### src/rtl/jk_bank_writer_pkg.sv
// Shared definitions for the JK bank writer: FSM state encoding and default sizing.
package jk_bank_writer_pkg;

  localparam int DEFAULT_WIDTH     = 8;
  localparam int DEFAULT_MAX_RETRY = 3;

  typedef enum logic [2:0] {
    ST_IDLE  = 3'd0,
    ST_DRIVE = 3'd1,
    ST_CHECK = 3'd2,
    ST_DONE  = 3'd3,
    ST_ERROR = 3'd4
  } state_t;

endpackage

### src/rtl/jk_bank_writer_excite.sv
// Per-bit JK excitation: turns a desired bit T and the present bank bit Q into J/K.
module jk_excite #(
  parameter int TOGGLE_MODE = 0
) (
  input  logic t_i,
  input  logic q_i,
  output logic j_o,
  output logic k_o
);

  // Toggle mode flips any differing bit; otherwise bits are explicitly set or cleared.
  always_comb begin
    if (TOGGLE_MODE != 0) begin
      j_o = t_i ^ q_i;
      k_o = t_i ^ q_i;
    end else begin
      j_o = t_i & ~q_i;
      k_o = ~t_i & q_i;
    end
  end

endmodule

### src/rtl/jk_bank_writer.sv
// Writes a target word into an external JK flip-flop bank, verifying the result
// by readback and retrying a bounded number of times before flagging an error.
module jk_bank_writer
  import jk_bank_writer_pkg::*;
#(
  parameter int WIDTH       = DEFAULT_WIDTH,
  parameter int MAX_RETRY   = DEFAULT_MAX_RETRY,
  parameter int TOGGLE_MODE = 0
) (
  input  logic             clk_i,
  input  logic             rst_ni,
  input  logic             start_i,
  input  logic [WIDTH-1:0] target_i,
  input  logic [WIDTH-1:0] q_i,
  output logic [WIDTH-1:0] j_o,
  output logic [WIDTH-1:0] k_o,
  output logic             e_o,
  output logic             busy_o,
  output logic             done_o,
  output logic             error_o
);

  localparam int CW = (MAX_RETRY < 1) ? 1 : $clog2(MAX_RETRY + 1);
  localparam logic [CW-1:0] RETRY_MAX = CW'(MAX_RETRY);

  state_t           state_q, state_d;
  logic [WIDTH-1:0] target_q, target_d;
  logic [CW-1:0]    retry_q, retry_d;
  logic [CW-1:0]    retryInc;
  logic             busy_q, done_q, error_q;
  logic [WIDTH-1:0] jRaw, kRaw;
  logic             driveActive;

  for (genvar i = 0; i < WIDTH; i++) begin : g_excite
    jk_excite #(
      .TOGGLE_MODE(TOGGLE_MODE)
    ) u_excite (
      .t_i(target_q[i]),
      .q_i(q_i[i]),
      .j_o(jRaw[i]),
      .k_o(kRaw[i])
    );
  end

  // The bank only sees excitation during the single DRIVE cycle.
  assign driveActive = (state_q == ST_DRIVE);
  assign e_o         = driveActive;
  assign j_o         = driveActive ? jRaw : '0;
  assign k_o         = driveActive ? kRaw : '0;
  assign busy_o      = busy_q;
  assign done_o      = done_q;
  assign error_o     = error_q;

  assign retryInc = (retry_q >= RETRY_MAX) ? retry_q : retry_q + CW'(1);

  always_comb begin
    state_d  = state_q;
    target_d = target_q;
    retry_d  = retry_q;
    unique case (state_q)
      ST_IDLE, ST_ERROR: begin
        if (start_i) begin
          target_d = target_i;
          retry_d  = '0;
          state_d  = ST_DRIVE;
        end
      end
      ST_DRIVE: state_d = ST_CHECK;
      ST_CHECK: begin
        if (q_i == target_q) begin
          state_d = ST_DONE;
        end else begin
          retry_d = retryInc;
          state_d = (retryInc >= RETRY_MAX) ? ST_ERROR : ST_DRIVE;
        end
      end
      ST_DONE:  state_d = ST_IDLE;
      default:  state_d = ST_IDLE;
    endcase
  end

  // Status flags are registered from the next state so they align with it.
  always_ff @(posedge clk_i or negedge rst_ni) begin
    if (!rst_ni) begin
      state_q  <= ST_IDLE;
      target_q <= '0;
      retry_q  <= '0;
      busy_q   <= 1'b0;
      done_q   <= 1'b0;
      error_q  <= 1'b0;
    end else begin
      state_q  <= state_d;
      target_q <= target_d;
      retry_q  <= retry_d;
      busy_q   <= (state_d == ST_DRIVE) || (state_d == ST_CHECK);
      done_q   <= (state_d == ST_DONE);
      error_q  <= (state_d == ST_ERROR);
    end
  end

endmodule

### config.mk
export PLATFORM = sky130hd
export DESIGN_NAME = jk_bank_writer
export DESIGN_NICKNAME = d
export VERILOG_FILES = /design/src/rtl/jk_bank_writer_pkg.sv /design/src/rtl/jk_bank_writer_excite.sv /design/src/rtl/jk_bank_writer.sv
export SDC_FILE = /design/constraint.sdc
export NUM_CORES = 1
export LEC_CHECK = 0
export CORE_MARGIN = 3
export CORE_UTILIZATION = 46
export CTS_CLUSTER_SIZE = 28
export DETAILED_ROUTE_END_ITERATION = 12
export PLACE_DENSITY_LB_ADDON = 0.1
export SYNTH_ARGS = -nofsm -noshare
export SYNTH_HDL_FRONTEND = slang
export SYNTH_SLANG_ARGS = --single-unit
export TNS_END_PERCENT = 100
### constraint.sdc
create_clock -name clk_i -period 3.3 [get_ports clk_i]
set_clock_uncertainty 0.2 [all_clocks]
set_input_delay 0.66 -clock clk_i [delete_from_list [all_inputs] [get_ports clk_i]]
set_output_delay 0.66 -clock clk_i [all_outputs]
set_load 0.01 [all_outputs]
== Word-level counts from Yosys, hierarchy flattened ==
Cells that the tools add are included.
Storage, ports and cells
  flip-flop bits (word level): 16
Operators by class
  $add $sub $neg: 1
  magnitude comparators: 2
  equal/unequal tests: 10
  mux-type cells: 10
  bitwise gates (word level): 32
  reduce and logical (&&, ||, !) cells: 6
Operators by type and width (count)
  AND 1 bit: 16
  two-way mux 8 bit: 2
  NOT 1 bit: 16
  equality test 3 x 2 -> 1 bit, second input constant: 3
  two-way mux 3 bit: 3
  case mux 3 bit (3 select lines): 1
  equality test 8 bit: 1
  equality test 3 x 1 -> 1 bit, second input constant: 2
  equality test 3 bit, second input constant: 2
  two-way mux 2 bit: 3
  greater-or-equal comparator 2 bit, second input constant: 2
  inequality test 2 bit, second input constant: 2
  case mux 2 bit (2 select lines): 1
  logical NOT 3 bit: 1
  AND reduction 3 bit: 1
  adder 2 x 1 -> 2 bit, second input constant: 1
  AND reduction 2 bit: 1
  nonzero test 2 bit: 1
  OR reduction 2 bit: 1
  logical OR 1 bit: 1

== Longest topological paths before layout ==
Gate-level depths: netlist of run 1.
  depth after elaboration: 8
  gate-level depth with buffers: 5
  mapped depth without buffers: 5

== Hierarchy ==
From an unflattened synthesis of run 1, not the netlist that was laid out.
Unflattened totals
  cells, all modules: 89
  area, all modules: 977.2 µm²
By module, submodules not included
  jk_bank_writer: times used 1, cells each 73, area each 857.1 µm², sequential area each 400.4 µm²
  jk_excite: times used 8, cells each 2, area each 15.0 µm², sequential area each 0.0 µm²

== Worst setup path after synthesis of run 1 ==
OpenSTA, ideal clock, no wires.
  path kind: register to output
  from: register state_q[1]
  to: output port j_o[5]
  data arrival time: 1.084 ns
  required time: 2.440 ns
  setup slack: 1.356 ns
  stages on the path, launching flop included: 4
  path through: dfrtp_1 -> nor3b_4 -> buf_4 -> and2_1
On the way
  longest elaborated chain between the ends: 2
RTL lines
  start: declaration: line jk_bank_writer.sv:26  | state_t state_q, state_d;
  start signal: assignment: line jk_bank_writer.sv:92  | state_q <= state_d;
  equality test 3 x 1 -> 1 bit: line jk_bank_writer.sv:46  | assign driveActive = (state_q == ST_DRIVE);
  via e_o: line jk_bank_writer.sv:17  | output logic e_o,
  two-way mux 8 bit: line jk_bank_writer.sv:48  | assign j_o = driveActive ? jRaw : '0;
  end: declaration: line jk_bank_writer.sv:15  | output logic [WIDTH-1:0] j_o,
The timed path passes the listed nets, and every way through them passes these cells.

== Final worst setup path of run 1 ==
  from: register state_q[1]
  to: output port j_o[7]
On the way
  longest elaborated chain between the ends: 2
RTL lines (line)
  equality test 3 x 1 -> 1 bit: jk_bank_writer.sv:46
  two-way mux 8 bit: jk_bank_writer.sv:48
No other way between the ends.

==> impl_metrics.csv, run 1 <==
group,metric,value,unit
run,drv_cap,0,
floorplanning,die-height,52.9,um
critical_path,crit_path_start,"state_q[1]",
critical_path,crit_required,2.44,ns
detailed_routing,first_pass_iters,4,
logic_synthesis,synth_warnings,0,
critical_path,start_kind,"flop",
clocking,cts_setup_buffers,0,
sta,maxSlewViolCount,0,
clocking,clock-sinks,16,
clocking,htree_levels,1,
clocking,cts_resized,0,
pwr,ir_worst_vdd,380,uV
floorplanning,floorplan.initialDensity,0.501,
clocking,cts_buffer_depth,2,
global_route,gr-total-overflow,0,
clocking,cts_buffers,3,
logic_synthesis,syn_area,1010,sq um
sta,min_period,2.92,ns
critical_path,critPathKind,"flop to primary output",
layout,n_antenna_cell,0,
placement,io_buffers,38,
global_route,met2_usage,0.271,
clocking,clockRootBuffer,"clkbuf_4",
critical_path,crit_end,"j_o[7]",
layout,nNetsFinal,182,
detailed_routing,drc_errors,0,
detailed_routing,vias_per_cell,4.82,
detailed_routing,wire_per_inst,11.6,um
logic_synthesis,syn_nets,141,
global_route,grt_busiest_layer,"met2",
sta,slew_headroom,0.526,
sta,rsz0062_at_grt,"no",
pwr,leakage,0.684,nW
floorplanning,io_pins,39,
critical_path,crit_slowest_cell,"nor3b_4",
floorplanning,die_w,52.9,um
layout,layout-drive-gt1-share,0.0616,
critical_path,r2r_cells,4,
detailed_routing,ant_nets,0,
global_route,grt_max_degree,20,
sta,finalCritPeriodShare,0.884,
detailed_routing,vias,834,
critical_path,critPathMaxStageDelay,0.54,ns
sta,tns,0,ns
detailed_routing,drt_iter0_markers,6,
critical_path,cp_cell_sequence,"nor3b_4 > and2_1 > clkdlybuf4s50_1",
placement,place_area,1420,sq um
floorplanning,die_area,2800,sq um
sta,hold-worst-slack,0.369,ns
global_route,track_usage,0.161,
critical_path,cp-end-kind,"primary output",
logic_synthesis,synth_seq_area_share,0.395,
pwr,powerDensity,621,nW/um^2
sta,worstMarginPinSlew,0.709,ns
sta,setup_viol,0,
clocking,cts_tree,"built",
hold_path,worstHoldPathType,"flop to flop",
global_route,antenna_found_initial,0,
clocking,clkTransAtPathRegs,0.09,ns
detailed_routing,wl,2010,um
clocking,postCtsHoldBufs,0,
global_route,grt_pass1_wl,3190,um
critical_path,r2r-start,"state_q[1]",
clocking,clock_latency,0.29,ns
critical_path,rr_endpoint,"target_q[4]",
sta,max_freq,0.343,GHz
logic_synthesis,syn_area_per_cell,9.56,sq um
sta,hold_viol_final,0,
run_status,outcome,"finished clean",
logic_synthesis,synthCells,106,
global_route,grtUsageMet3,0.0507,
layout,syn_to_final_growth,44.0,%
logic_synthesis,ys_types,23,
global_route,use_met1,0.181,
layout,fin_area,1460,sq um
placement,globalplace.congestion,0.808,
critical_path,cp_max_fo,19,
critical_path,rrSetupSlack,1.58,ns
placement,dp_hpwl,1590,um
logic_synthesis,ys_ff_latch,16,
critical_path,critical_path_arrival,2.06,ns
floorplanning,std_cell_rows,16,
floorplanning,core-area,2020,sq um
global_route,grt_pass1_vias,737,
==> logic make-up after synthesis <==
logic type,count (synthesis),share of synthesized area
simple gates,36,0.222
buf+inv,21,0.0839
compound gates,17,0.101
fa+ha+maj,16,0.198
flops,16,0.395
==> cell usage after synthesis <==
library cell	n	share of area
nor3b_2	1	0.012
a21o_1	1	0.0074
nand2b_1	2	0.012
o2bb2ai_1	1	0.0086
o22ai_1	1	0.0062
nand2_1	8	0.030
and2_1	16	0.099
o32ai_1	2	0.017
inv_1	18	0.067
dfrtp_1	16	0.40
nand4_1	2	0.012
nor3b_4	1	0.019
o21ai_0	10	0.049
nor2_1	2	0.0074
nor3_1	1	0.0049
buf_2	2	0.0099
ha_1	16	0.20
buf_4	1	0.0074
or2_1	1	0.0062
o21ai_1	1	0.0049
nor4_2	1	0.012
a211oi_1	1	0.0074
nor3b_1	1	0.0074
==> how the worst min path moves through the flow <==
stage,startpoint,end,slack (ns),depth (start not counted)
after detailed placement,retry_q[0],retry_q[0],0.36,2
after floorplan,rst_ni,busy_o,0.16,0
final,retry_q[0],retry_q[0],0.37,2
after CTS,retry_q[0],retry_q[0],0.38,2
after global routing,target_q[0],target_q[0],0.41,2
after global placement,retry_q[0],retry_q[0],0.34,2
==> worst max-delay path, delay by kind of cell (launching register included) <==
family / cells / cell delay [ns]
flops: 1 / 0.47
buf+inv: 1 / 0.53
simple gates: 2 / 0.75
==> per-stage QoR <==
stage / total power, W / instances / utilization / worst slack, ns
final: 0.000907 / 173 / 0.722 / 0.381
after global routing: 0.000993 / 173 / 0.722 / 0.178
after detailed placement: 0.000788 / 169 / 0.704 / 0.457
after global placement: 0.000772 / 169 / 0.704 / 0.468
after floorplan: 0.000589 / 106 / - / 1.36
after CTS: 0.000921 / 173 / 0.722 / 0.327
==> layout make-up <==
type / count / area [sq um]
Multi-Input combinational cell: 69 / 533
Fill cell: 173 / 563
Clock buffer: 4 / 36.3
Tap cell: 27 / 33.8
Sequential cell: 16 / 400
Inverter: 18 / 67.6
Timing Repair Buffer: 39 / 388
==> registers in the layout (all words and copies together), names as in the netlist <==
signal	flops
error_o	1
target_q	8
busy_o	1
retry_q	2
done_o	1
state_q	3
==> layout by cell type, fill, tap and decap left out, types with 2 or more instances in the layout <==
master           instances
and2_1                  16
clkbuf_4                 3
clkdlybuf4s50_1         38
dfrtp_1                 16
ha_1                    16
inv_1                   18
nand2_1                  8
nand2b_1                 2
nand4_1                  2
nor2_1                   2
nor3b_2                  2
o21ai_0                 10
o32ai_1                  2
==> power breakdown <==
part	internal [W]	switching [W]
Sequential	0.000274	0.0000584
Clock	0.0000673	0.0000638
Combinational	0.000228	0.000215
Total	0.000569	0.000338
==> routing by layer <==
metal	wire, um	share of wire	up-vias
li1	-	-	422
met3	157	0.078	7
met5	0	0	-
met1	837	0.42	376
met4	46	0.023	0
met2	970	0.48	29
(Power assumes the default switching activity.)
==> inputs of run 2 (changes only) <==
Settings changed: CORE_MARGIN 3 to 2, SETUP_SLACK_MARGIN set to 0.02.
==> impl_metrics.csv, run 2 (same netlist as run 1, synthesis figures left out) <==
group,metric,value,unit
run_status,outcome,"finished clean",
critical_path,r2r_cells,4,
hold_path,min_path_cells,2,
layout,multiInputGateArea,533,sq um
placement,globalplace.congestion,0.852,
critical_path,critical_path_arrival,2.08,ns
critical_path,r2r-start,"state_q[1]",
global_route,grt_pass1_wl,3610,um
sta,max_freq,0.340,GHz
critical_path,critPathKind,"flop to primary output",
global_route,grt_max_degree,20,
critical_path,crit_path_start,"state_q[1]",
floorplanning,floorplan.initialDensity,0.501,
layout,layout-drive-gt1-share,0.0616,
detailed_routing,wl,1980,um
clocking,clock_latency,0.29,ns
layout,syn_to_final_growth,44.0,%
layout,seqCellArea,400,sq um
pwr,leakage,0.684,nW
placement,io_buffers,38,
layout,regMostFlops,"target_q",
critical_path,crit_required,2.44,ns
critical_path,start_kind,"flop",
hold_path,min-delay-start,"retry_q[0]",
pwr,powerDensity,624,nW/um^2
floorplanning,die_w,50.9,um
sta,setup_viol,0,
run,drv_cap,0,
floorplanning,io_pins,39,
clocking,htree_levels,1,
global_route,antenna_found_initial,0,
global_route,gr-total-overflow,0,
sta,min_period,2.94,ns
critical_path,cp-end-kind,"primary output",
layout,layout_commonest_cell,"clkdlybuf4s50_1",
sta,tns,0,ns
pwr,finalPower,0.000910,W
sta,worstMarginPinSlew,0.700,ns
detailed_routing,ant_nets,0,
detailed_routing,drc_errors,0,
sta,slew_headroom,0.532,
global_route,track_usage,0.186,
detailed_routing,wire_per_inst,11.4,um
layout,largest_reg_flops,8,
floorplanning,die-height,50.9,um
placement,place_ws,0.444,ns
floorplanning,die_area,2590,sq um
clocking,cts_buffer_depth,2,
clocking,cts_tree,"built",
layout,top_regs,"target_q x8, state_q x3, retry_q x2",
clocking,postCtsHoldBufs,0,
layout,n_antenna_cell,0,
clocking,cts_resized,0,
clocking,cts_setup_buffers,0,
sta,hold_viol_final,0,
detailed_routing,vias_per_cell,4.73,
detailed_routing,first_pass_iters,4,
layout,nNetsFinal,182,
layout,layout_common_cells,"clkdlybuf4s50_1, inv_1, and2_1, ha_1, dfrtp_1",
clocking,cts_buffers,3,
global_route,grt_pass1_vias,860,
floorplanning,std_cell_rows,16,
sta,fin_ws,0.356,ns
hold_path,worstHoldPathType,"flop to flop",
sta,finalCritPeriodShare,0.892,
floorplanning,core-area,2020,sq um
pwr,ir_worst_vdd,536,uV
detailed_routing,vias,819,
clocking,clockRootBuffer,"clkbuf_4",
clocking,clkTransAtPathRegs,0.10,ns
sta,maxSlewViolCount,0,
sta,rsz0062_at_grt,"no",
critical_path,cp_max_fo,19,
placement,dp_hpwl,1580,um
clocking,clock-sinks,16,
detailed_routing,drt_iter0_markers,8,
layout,fill_cells,162,
## run 2: stage by stage
| stage | cells | hold slack, ns | util | cell area, sq um |
|---|---|---|---|---|
| floorplan | 106 | 0.164 | - | 1010 |
| global placement | 169 | 0.336 | 0.704 | 1420 |
| detailed placement | 169 | 0.357 | 0.704 | 1420 |
| CTS | 173 | 0.379 | 0.722 | 1460 |
| global route | 173 | 0.402 | 0.722 | 1460 |
| finish | 173 | 0.374 | 0.722 | 1460 |
## run 2: per-layer routing
| metal | vias up | track usage | routed length, um |
|---|---|---|---|
| met5 | - | 0 | 0 |
| met4 | 0 | 0.0495 | 32 |
| met3 | 4 | 0.0673 | 130 |
| met2 | 29 | 0.333 | 975 |
| met1 | 362 | 0.205 | 840 |
| li1 | 424 | - | - |
## run 2: layout make-up
type,instances,area share
multi-input cells,69,0.365
clock buffers,4,0.0249
flip-flops and latches,16,0.274
inverters,18,0.0463
repair buffers,39,0.266
well taps,27,0.0232
## run 2: worst max-delay path, cell delays in order, from the launching register on
cell	delay, ns
dfrtp_1	0.48
nor3b_4	0.56
and2_1	0.22
clkdlybuf4s50_1	0.53
## run 2: final timing paths
| kind | end | slack [ns] |
|---|---|---|
| setup / recovery | j_o[6] | 0.36 |
| hold / removal | retry_q[0] | 0.37 |
| setup reg to reg | target_q[4] | 1.57 |
| hold reg to reg | retry_q[0] | 0.37 |
| max in group asynchronous | state_q[2] | 1.87 |
| min in group asynchronous | target_q[5] | 0.58 |
## run 2: power by group
group | switching [W] | total [W] | internal [W] | leakage [nW]
combinational | 0.000221 | 0.000450 | 0.000229 | 0.460
clock | 0.0000615 | 0.000129 | 0.0000672 | 0.0210
sequential | 0.0000580 | 0.000332 | 0.000274 | 0.203
==> inputs of run 3 (changes only) <==
Settings changed: CELL_PAD_IN_SITES_DETAIL_PLACEMENT set to 1, CELL_PAD_IN_SITES_GLOBAL_PLACEMENT set to 1, CORE_UTILIZATION 46 to 34, MAX_ROUTING_LAYER set to met4.
==> impl_metrics.csv, run 3 (same netlist as run 1, synthesis figures left out) <==
group,metric,value,unit
run_status,outcome,"finished, violations left",
layout,regMostFlops,"target_q",
clocking,cts_buffer_depth,2,
sta,min_period,2.98,ns
layout,multiInputGateArea,533,sq um
clocking,htree_levels,1,
critical_path,crit_required,2.44,ns
detailed_routing,wl,2340,um
detailed_routing,drc_errors,3,
global_route,track_usage,0.163,
hold_path,worstHoldPathType,"flop to flop",
global_route,grt_pass1_vias,923,
global_route,antenna_found_initial,0,
layout,layout_common_cells,"clkdlybuf4s50_1, inv_1, and2_1, ha_1, dfrtp_1",
layout,n_antenna_cell,0,
floorplanning,io_pins,39,
run,drv_cap,0,
pwr,ir_worst_vdd,278,uV
global_route,grt_max_degree,21,
clocking,clock-sinks,16,
critical_path,critical_path_arrival,2.12,ns
clocking,clockRootBuffer,"clkbuf_4",
critical_path,timing.critical_path.buf_inv,1,
global_route,gr-total-overflow,0,
detailed_routing,vias,868,
layout,fill_cells,350,
critical_path,crit_slowest_cell,"nor3b_4",
layout,nNetsFinal,182,
critical_path,critPathKind,"flop to primary output",
layout,fin_util,0.517,
floorplanning,die_area,3430,sq um
clocking,clock_latency,0.29,ns
clocking,postCtsHoldBufs,0,
sta,hold_viol_final,0,
clocking,cts_setup_buffers,0,
layout,seqCellArea,400,sq um
floorplanning,die-height,58.6,um
critical_path,cp_max_fo,19,
placement,place_area,1430,sq um
pwr,powerDensity,617,nW/um^2
layout,layout-drive-gt1-share,0.0552,
placement,globalplace.congestion,0.711,
layout,top_regs,"target_q x8, state_q x3, retry_q x2",
global_route,grt_pass1_wl,4010,um
layout,largest_reg_flops,8,
pwr,leakage,0.677,nW
detailed_routing,drt_iter0_markers,15,
floorplanning,core-area,2810,sq um
placement,io_buffers,38,
detailed_routing,first_pass_iters,9,
layout,layout_commonest_cell,"clkdlybuf4s50_1",
critical_path,critPathMaxStageDelay,0.58,ns
detailed_routing,vias_per_cell,4.93,
detailed_routing,ant_nets,0,
placement,place_ws,0.444,ns
critical_path,cp-end-kind,"primary output",
sta,worstMarginPinSlew,0.721,ns
sta,maxSlewViolCount,0,
critical_path,start_kind,"flop",
detailed_routing,wire_per_inst,13.3,um
sta,rsz0062_at_grt,"no",
sta,slew_headroom,0.518,
floorplanning,std_cell_rows,19,
clocking,clkTransAtPathRegs,0.09,ns
sta,max_freq,0.336,GHz
clocking,cts_resized,0,
floorplanning,floorplan.initialDensity,0.361,
critical_path,cp_cell_sequence,"nor3b_4 > and2_1 > clkdlybuf4s50_1",
sta,fin_ws,0.324,ns
floorplanning,die_w,58.6,um
critical_path,crit_family,"simple AND/OR/NAND/NOR gates",
sta,tns,0,ns
sta,finalCritPeriodShare,0.902,
layout,fin_area,1450,sq um
layout,syn_to_final_growth,43.1,%
sta,setup_viol,0,
run_status,violations,"DRC",
placement,dp_hpwl,1830,um
clocking,cts_tree,"built",
clocking,cts_buffers,3,
[run 3: layout make-up]
| class | count | share of cell area |
|---|---|---|
| Multi-Input combinational cell | 69 | 0.368 |
| Sequential cell | 16 | 0.276 |
| Timing Repair Buffer | 39 | 0.267 |
| Inverter | 18 | 0.0466 |
| Tap cell | 31 | 0.0267 |
| Clock buffer | 3 | 0.0155 |
[run 3: worst paths after layout]
kind                              from     endpoint  slack (ns)  cells after the start
setup reg to reg           target_q[6]      error_o        1.58                      4
max in group asynchronous       rst_ni  target_q[6]        1.85                      1
min in group asynchronous       rst_ni   state_q[2]        0.60                      1
hold / removal             target_q[1]  target_q[1]        0.38                      2
hold reg to reg            target_q[1]  target_q[1]        0.38                      2
setup / recovery            state_q[1]       j_o[4]        0.32                      3
[run 3: power breakdown]
part / leakage (nW) / total, W / internal, W / switching [W]
Combinational: 0.460 / 0.000460 / 0.000230 / 0.000230
Clock: 0.0138 / 0.000102 / 0.0000425 / 0.0000595
Sequential: 0.203 / 0.000333 / 0.000274 / 0.0000593
Total: 0.677 / 0.000895 / 0.000546 / 0.000349
[run 3: worst register-to-register path, delay by kind of cell (launching register included)]
kind            cells  cell delay (ns)
compound gates      2             0.50
fa+ha+maj           1             0.29
flops               1             0.39
simple gates        1             0.21
[run 3: stage by stage]
step	hold WS [ns]	power, W	std cells
detailed placement	0.368	0.000809	173
finish	0.378	0.000895	176
CTS	0.387	0.000917	176
floorplan	0.164	0.000589	106
global placement	0.338	0.000781	173
global route	0.422	0.000989	176
[run 3: layer usage]
metal	share of wire	vias to the layer above	routed length, um	track usage
li1	-	420	-	-
met1	0.40	416	933	0.179
met2	0.52	27	1210	0.287
met3	0.058	5	136	0.0264
met4	0.024	0	55	0.0779
met5	0	-	0	-
==> patch 1, RTL diff (config.mk and constraints of run 3) <==
The 5 states of `state_t` get a one-hot encoding in 5 bits.
--- a/src/rtl/jk_bank_writer_pkg.sv
+++ b/src/rtl/jk_bank_writer_pkg.sv
@@ -4,12 +4,12 @@
   localparam int DEFAULT_WIDTH     = 8;
   localparam int DEFAULT_MAX_RETRY = 3;
 
-  typedef enum logic [2:0] {
-    ST_IDLE  = 3'd0,
-    ST_DRIVE = 3'd1,
-    ST_CHECK = 3'd2,
-    ST_DONE  = 3'd3,
-    ST_ERROR = 3'd4
+  typedef enum logic [4:0] {
+    ST_IDLE  = 5'b00001,
+    ST_DRIVE = 5'b00010,
+    ST_CHECK = 5'b00100,
+    ST_DONE  = 5'b01000,
+    ST_ERROR = 5'b10000
   } state_t;
 
 endpackage
Check against the original RTL: no difference found for any inputs over 10 cycles, from zero or initial values and one cycle with rst_ni low; not proved beyond that.
==> patch 1 against run 3 <==
- global-route usage decreased by 2.2 points
- clock power increased by 33%
- core utilization decreased by 3.0 points
- cell count increased by 8.5%
- power increased by 5.7%
- design area increased by 10%
- sequential cell count increased by 2
- worst setup slack improved by 0.018 ns
- wire length increased by 4.2%
- maximum frequency increased by 0.62%
- synthesized area increased by 13%
- largest cell class unchanged
==> patch 1: results <==
set metrics [dict create \
    rr_worst_depth 5 \
    grt_max_degree 20 \
    ir_worst_vdd_uv 241 \
    postRouteWirelength_mm 2.44 \
    drtIter0Drc 6 \
    critPathArrivalTime_ns 2.10 \
    portBuffers 38 \
    crit_type "register to output pin" \
    final_cell_count_no_fill 191 \
    path_delay_family "simple AND/OR/NAND/NOR gates" \
    nets 181 \
    slowest_delay_ns 0.53 \
    top_regs "target_q x8, state_q x5, retry_q x2" \
    crit_path_top_delay_cell "clkdlybuf4s50_1" \
    swShare_pct 35.4 \
    slew_viol_final 0 \
    slew_headroom_pct 43.3 \
    worstPathBufferInverterCount 1 \
    post_cts_buffers 0 \
    antenna_found_initial 0 \
    place.gp.congestion 0.666 \
    drive_above_1_share_pct 13.1 \
    synth_nets 141 \
    synthXorXnorAreaFrac_pct 0.766 \
    synth_compound_area_share_pct 5.14 \
    status "finished, final reports clean" \
    r2r-start "target_q[1]" \
    synthTopCellsByArea "dfrtp_1, ha_1, and2_1" \
    synth_common_cells "inv_1, dfrtp_1, and2_1, ha_1, mux2_4" \
    synth-adder-area-share_pct 17.5 \
    grt_usage_pct 14.1 \
    yosys_warnings 0 \
    p_leak_nw 0.779 \
    synthMuxAreaShare_pct 9.85 \
    dpl.hpwl_mm 1.91 \
    cp-startpoint "state_q[4]" \
    drv_cap 0 \
    path_max_fanout 19 \
    min_path_type "register to register" \
    pre_cts_slack_ns 0.456 \
    grt_pass1_vias 865 \
    syn_avg_cell_area_um2 10.8 \
    seq_area_frac_synth_pct 39.5 \
    endpoint "j_o[5]" \
    cts_buffers 3 \
    ys_types 27 \
    reg2reg_slack_ns 1.29 \
    placed_cell_area_um2 1560 \
    r2r-end "retry_q[0]" \
    firstDrtPassIters 2 \
    vias 883 \
    fin_crit_ns 2.96 \
    grt_pass1_wl_mm 3.73 \
]
==> patch 1: cell count changes after synthesis, moves of 2 or more <==
cell | before | now
nand2_1 | 8 | 0
o21ai_0 | 10 | 2
mux2_4 | 0 | 6
nor2_1 | 2 | 5
a32o_1 | 0 | 2
and3_2 | 0 | 2
mux2_2 | 0 | 2
nand2b_1 | 2 | 0
o32ai_1 | 2 | 0
==> patch 1: cell type report <==
| type | instances | area [µm²] |
|---|---|---|
| clock buffers | 4 | 36.3 |
| fillers | 388 | 1690 |
| inverters | 19 | 71.3 |
| multi-input cells | 66 | 601 |
| flip-flops and latches | 18 | 452 |
| well taps | 46 | 57.6 |
| repair buffers | 38 | 380 |
==> patch 1: worst min path at each step <==
stage,startpoint,end,slack [ns],cells after the start
final,state_q[0],state_q[0],0.35,2
after global routing,target_q[2],target_q[2],0.38,1
after CTS,target_q[4],target_q[4],0.36,1
after detailed placement,target_q[4],target_q[4],0.33,1
after global placement,state_q[0],state_q[0],0.31,2
after floorplan,rst_ni,busy_o,0.16,0
==> patch 1: power groups by stage <==
stage / registers (mW) / logic [mW] / clock network [mW]
floorplan: 0.360 / 0.304 / 0
global placement: 0.367 / 0.434 / 0
detailed placement: 0.375 / 0.452 / 0
CTS: 0.371 / 0.456 / 0.141
global route: 0.384 / 0.500 / 0.147
finish: 0.369 / 0.441 / 0.136
==> patch 1: per-layer routing <==
metal  vias to the layer above  part of all wire (%)  GRT usage [%]
met5                         -                     0              -
met4                         0                   1.2           4.56
met3                         4                   4.5           1.86
met1                       434                    43           15.8
li1                        422                     -              -
met2                        23                    51           25.6
==> patch 2, RTL diff (settings of run 3) <==
Made on the original files. The package constant `DEFAULT_MAX_RETRY` goes from 3 to 2.
--- a/src/rtl/jk_bank_writer_pkg.sv
+++ b/src/rtl/jk_bank_writer_pkg.sv
@@ -2,7 +2,7 @@
 package jk_bank_writer_pkg;
 
   localparam int DEFAULT_WIDTH     = 8;
-  localparam int DEFAULT_MAX_RETRY = 3;
+  localparam int DEFAULT_MAX_RETRY = 2;
 
   typedef enum logic [2:0] {
     ST_IDLE  = 3'd0,
Formal check against the unedited RTL: not equivalent (Yosys sat finds a counterexample within 10 cycles, from zero or initial values and one cycle with rst_ni low).
==> patch 2 against run 3 <==
- sequential cell count did not move
- synthesized area rose by 1.9%
- design area is 3.0% higher
- wire length grew 4.3%
- global-route usage shrank 0.31 points
- sequential power rose by 1%
- power rose by 7.9%
- combinational power up 8.3%
- maximum frequency decreased by 1.3%
- worst setup slack worse by 0.040 ns
- critical path type unchanged
==> patch 2: results <==
set metrics [dict create \
    synth_common_cells "inv_1, ha_1, and2_1, dfrtp_1, o21ai_0" \
    grt_pass1_wl_mm 4.20 \
    gr-usage-met3_pct 2.40 \
    wl_met3_um 121 \
    drtIter0Drc 4 \
    clk_latency_ns 0.28 \
    seq_area_frac_synth_pct 38.8 \
    r2r-end "retry_q[0]" \
    yosys_warnings 0 \
    crit_path_top_delay_cell "clkdlybuf4s50_1" \
    wl_per_cell_um 13.5 \
    cts_max_level 1 \
    portBuffers 38 \
    grt_use_met1_pct 19.0 \
    clkSlewWorstSetupHoldPaths_ns 0.10 \
    min_from "retry_q[1]" \
    top_regs "target_q x8, state_q x3, retry_q x2" \
    status "finished, final reports clean" \
    min_to "retry_q[1]" \
    path_max_fanout 11 \
    endpoint "k_o[4]" \
    p_leak_nw 0.720 \
    grt_usage_pct 16.0 \
    async_flop_share_pct 100 \
    wl_met1_mm 1.02 \
    firstDrtPassIters 4 \
    drive_above_1_share_pct 8.00 \
    path_delay_family "buffers and inverters" \
    vias_per_cell 4.93 \
    cts_root_buffer "clkbuf_4" \
    post_cts_buffers 0 \
    rr_worst_depth 5 \
    cp-startpoint "state_q[0]" \
    wl_met2_mm 1.29 \
    slowest_delay_ns 0.54 \
    dpl.hpwl_mm 1.98 \
    setup_viol 0 \
    slew_headroom_pct 50.6 \
    ys_types 20 \
    swShare_pct 38.4 \
    synth_nets 144 \
    synth_ff_type "dfrtp_1" \
    synthTopCellsByArea "dfrtp_1, ha_1, and2_1" \
    cts_buffers 3 \
    r2r-start "target_q[6]" \
    power.share.clock_pct 13.6 \
    power_frac_seq_pct 34.9 \
    cts_max_path_buffers 2 \
    gr-usage-met2_pct 29.2 \
    place.gp.congestion 0.738 \
    reg2reg_slack_ns 1.59 \
    grt_pass1_vias 938 \
    critPathArrivalTime_ns 2.16 \
    grt_max_degree 17 \
    antenna_found_initial 0 \
    ir_worst_vdd_uv 303 \
    top_layer "met4" \
    nets 187 \
    placed_cell_area_um2 1460 \
    cts_resized 0 \
]
[patch 2: cell type report]
type	instances	area [µm²]
fill	337	1340
multi-input combinational	72	556
sequential	16	400
timing repair buffer	40	395
inverter	18	67.6
tap	31	38.8
clock buffer	4	36.3
[patch 2: per-stage QoR]
stage | power [mW] | std cells | util (%) | hold slack [ns] | setup WS (ns)
2_1_floorplan | 0.605 | 108 | - | 0.164 | 1.28
6_report | 0.966 | 181 | 52.8 | 0.332 | 0.284
5_1_grt | 1.06 | 181 | 52.8 | 0.369 | 0.0660
3_3_place_gp | 0.816 | 177 | 51.5 | 0.289 | 0.467
4_1_cts | 0.990 | 181 | 52.8 | 0.337 | 0.220
3_5_place_dp | 0.849 | 177 | 51.5 | 0.306 | 0.438
[patch 2: kinds of logic after synthesis]
kind of cell    share of synthesized area, %
compound gates                          9.82
fa+ha+maj                               20.6
buf+inv                                 7.39
flops                                   38.8
simple gates                            23.4
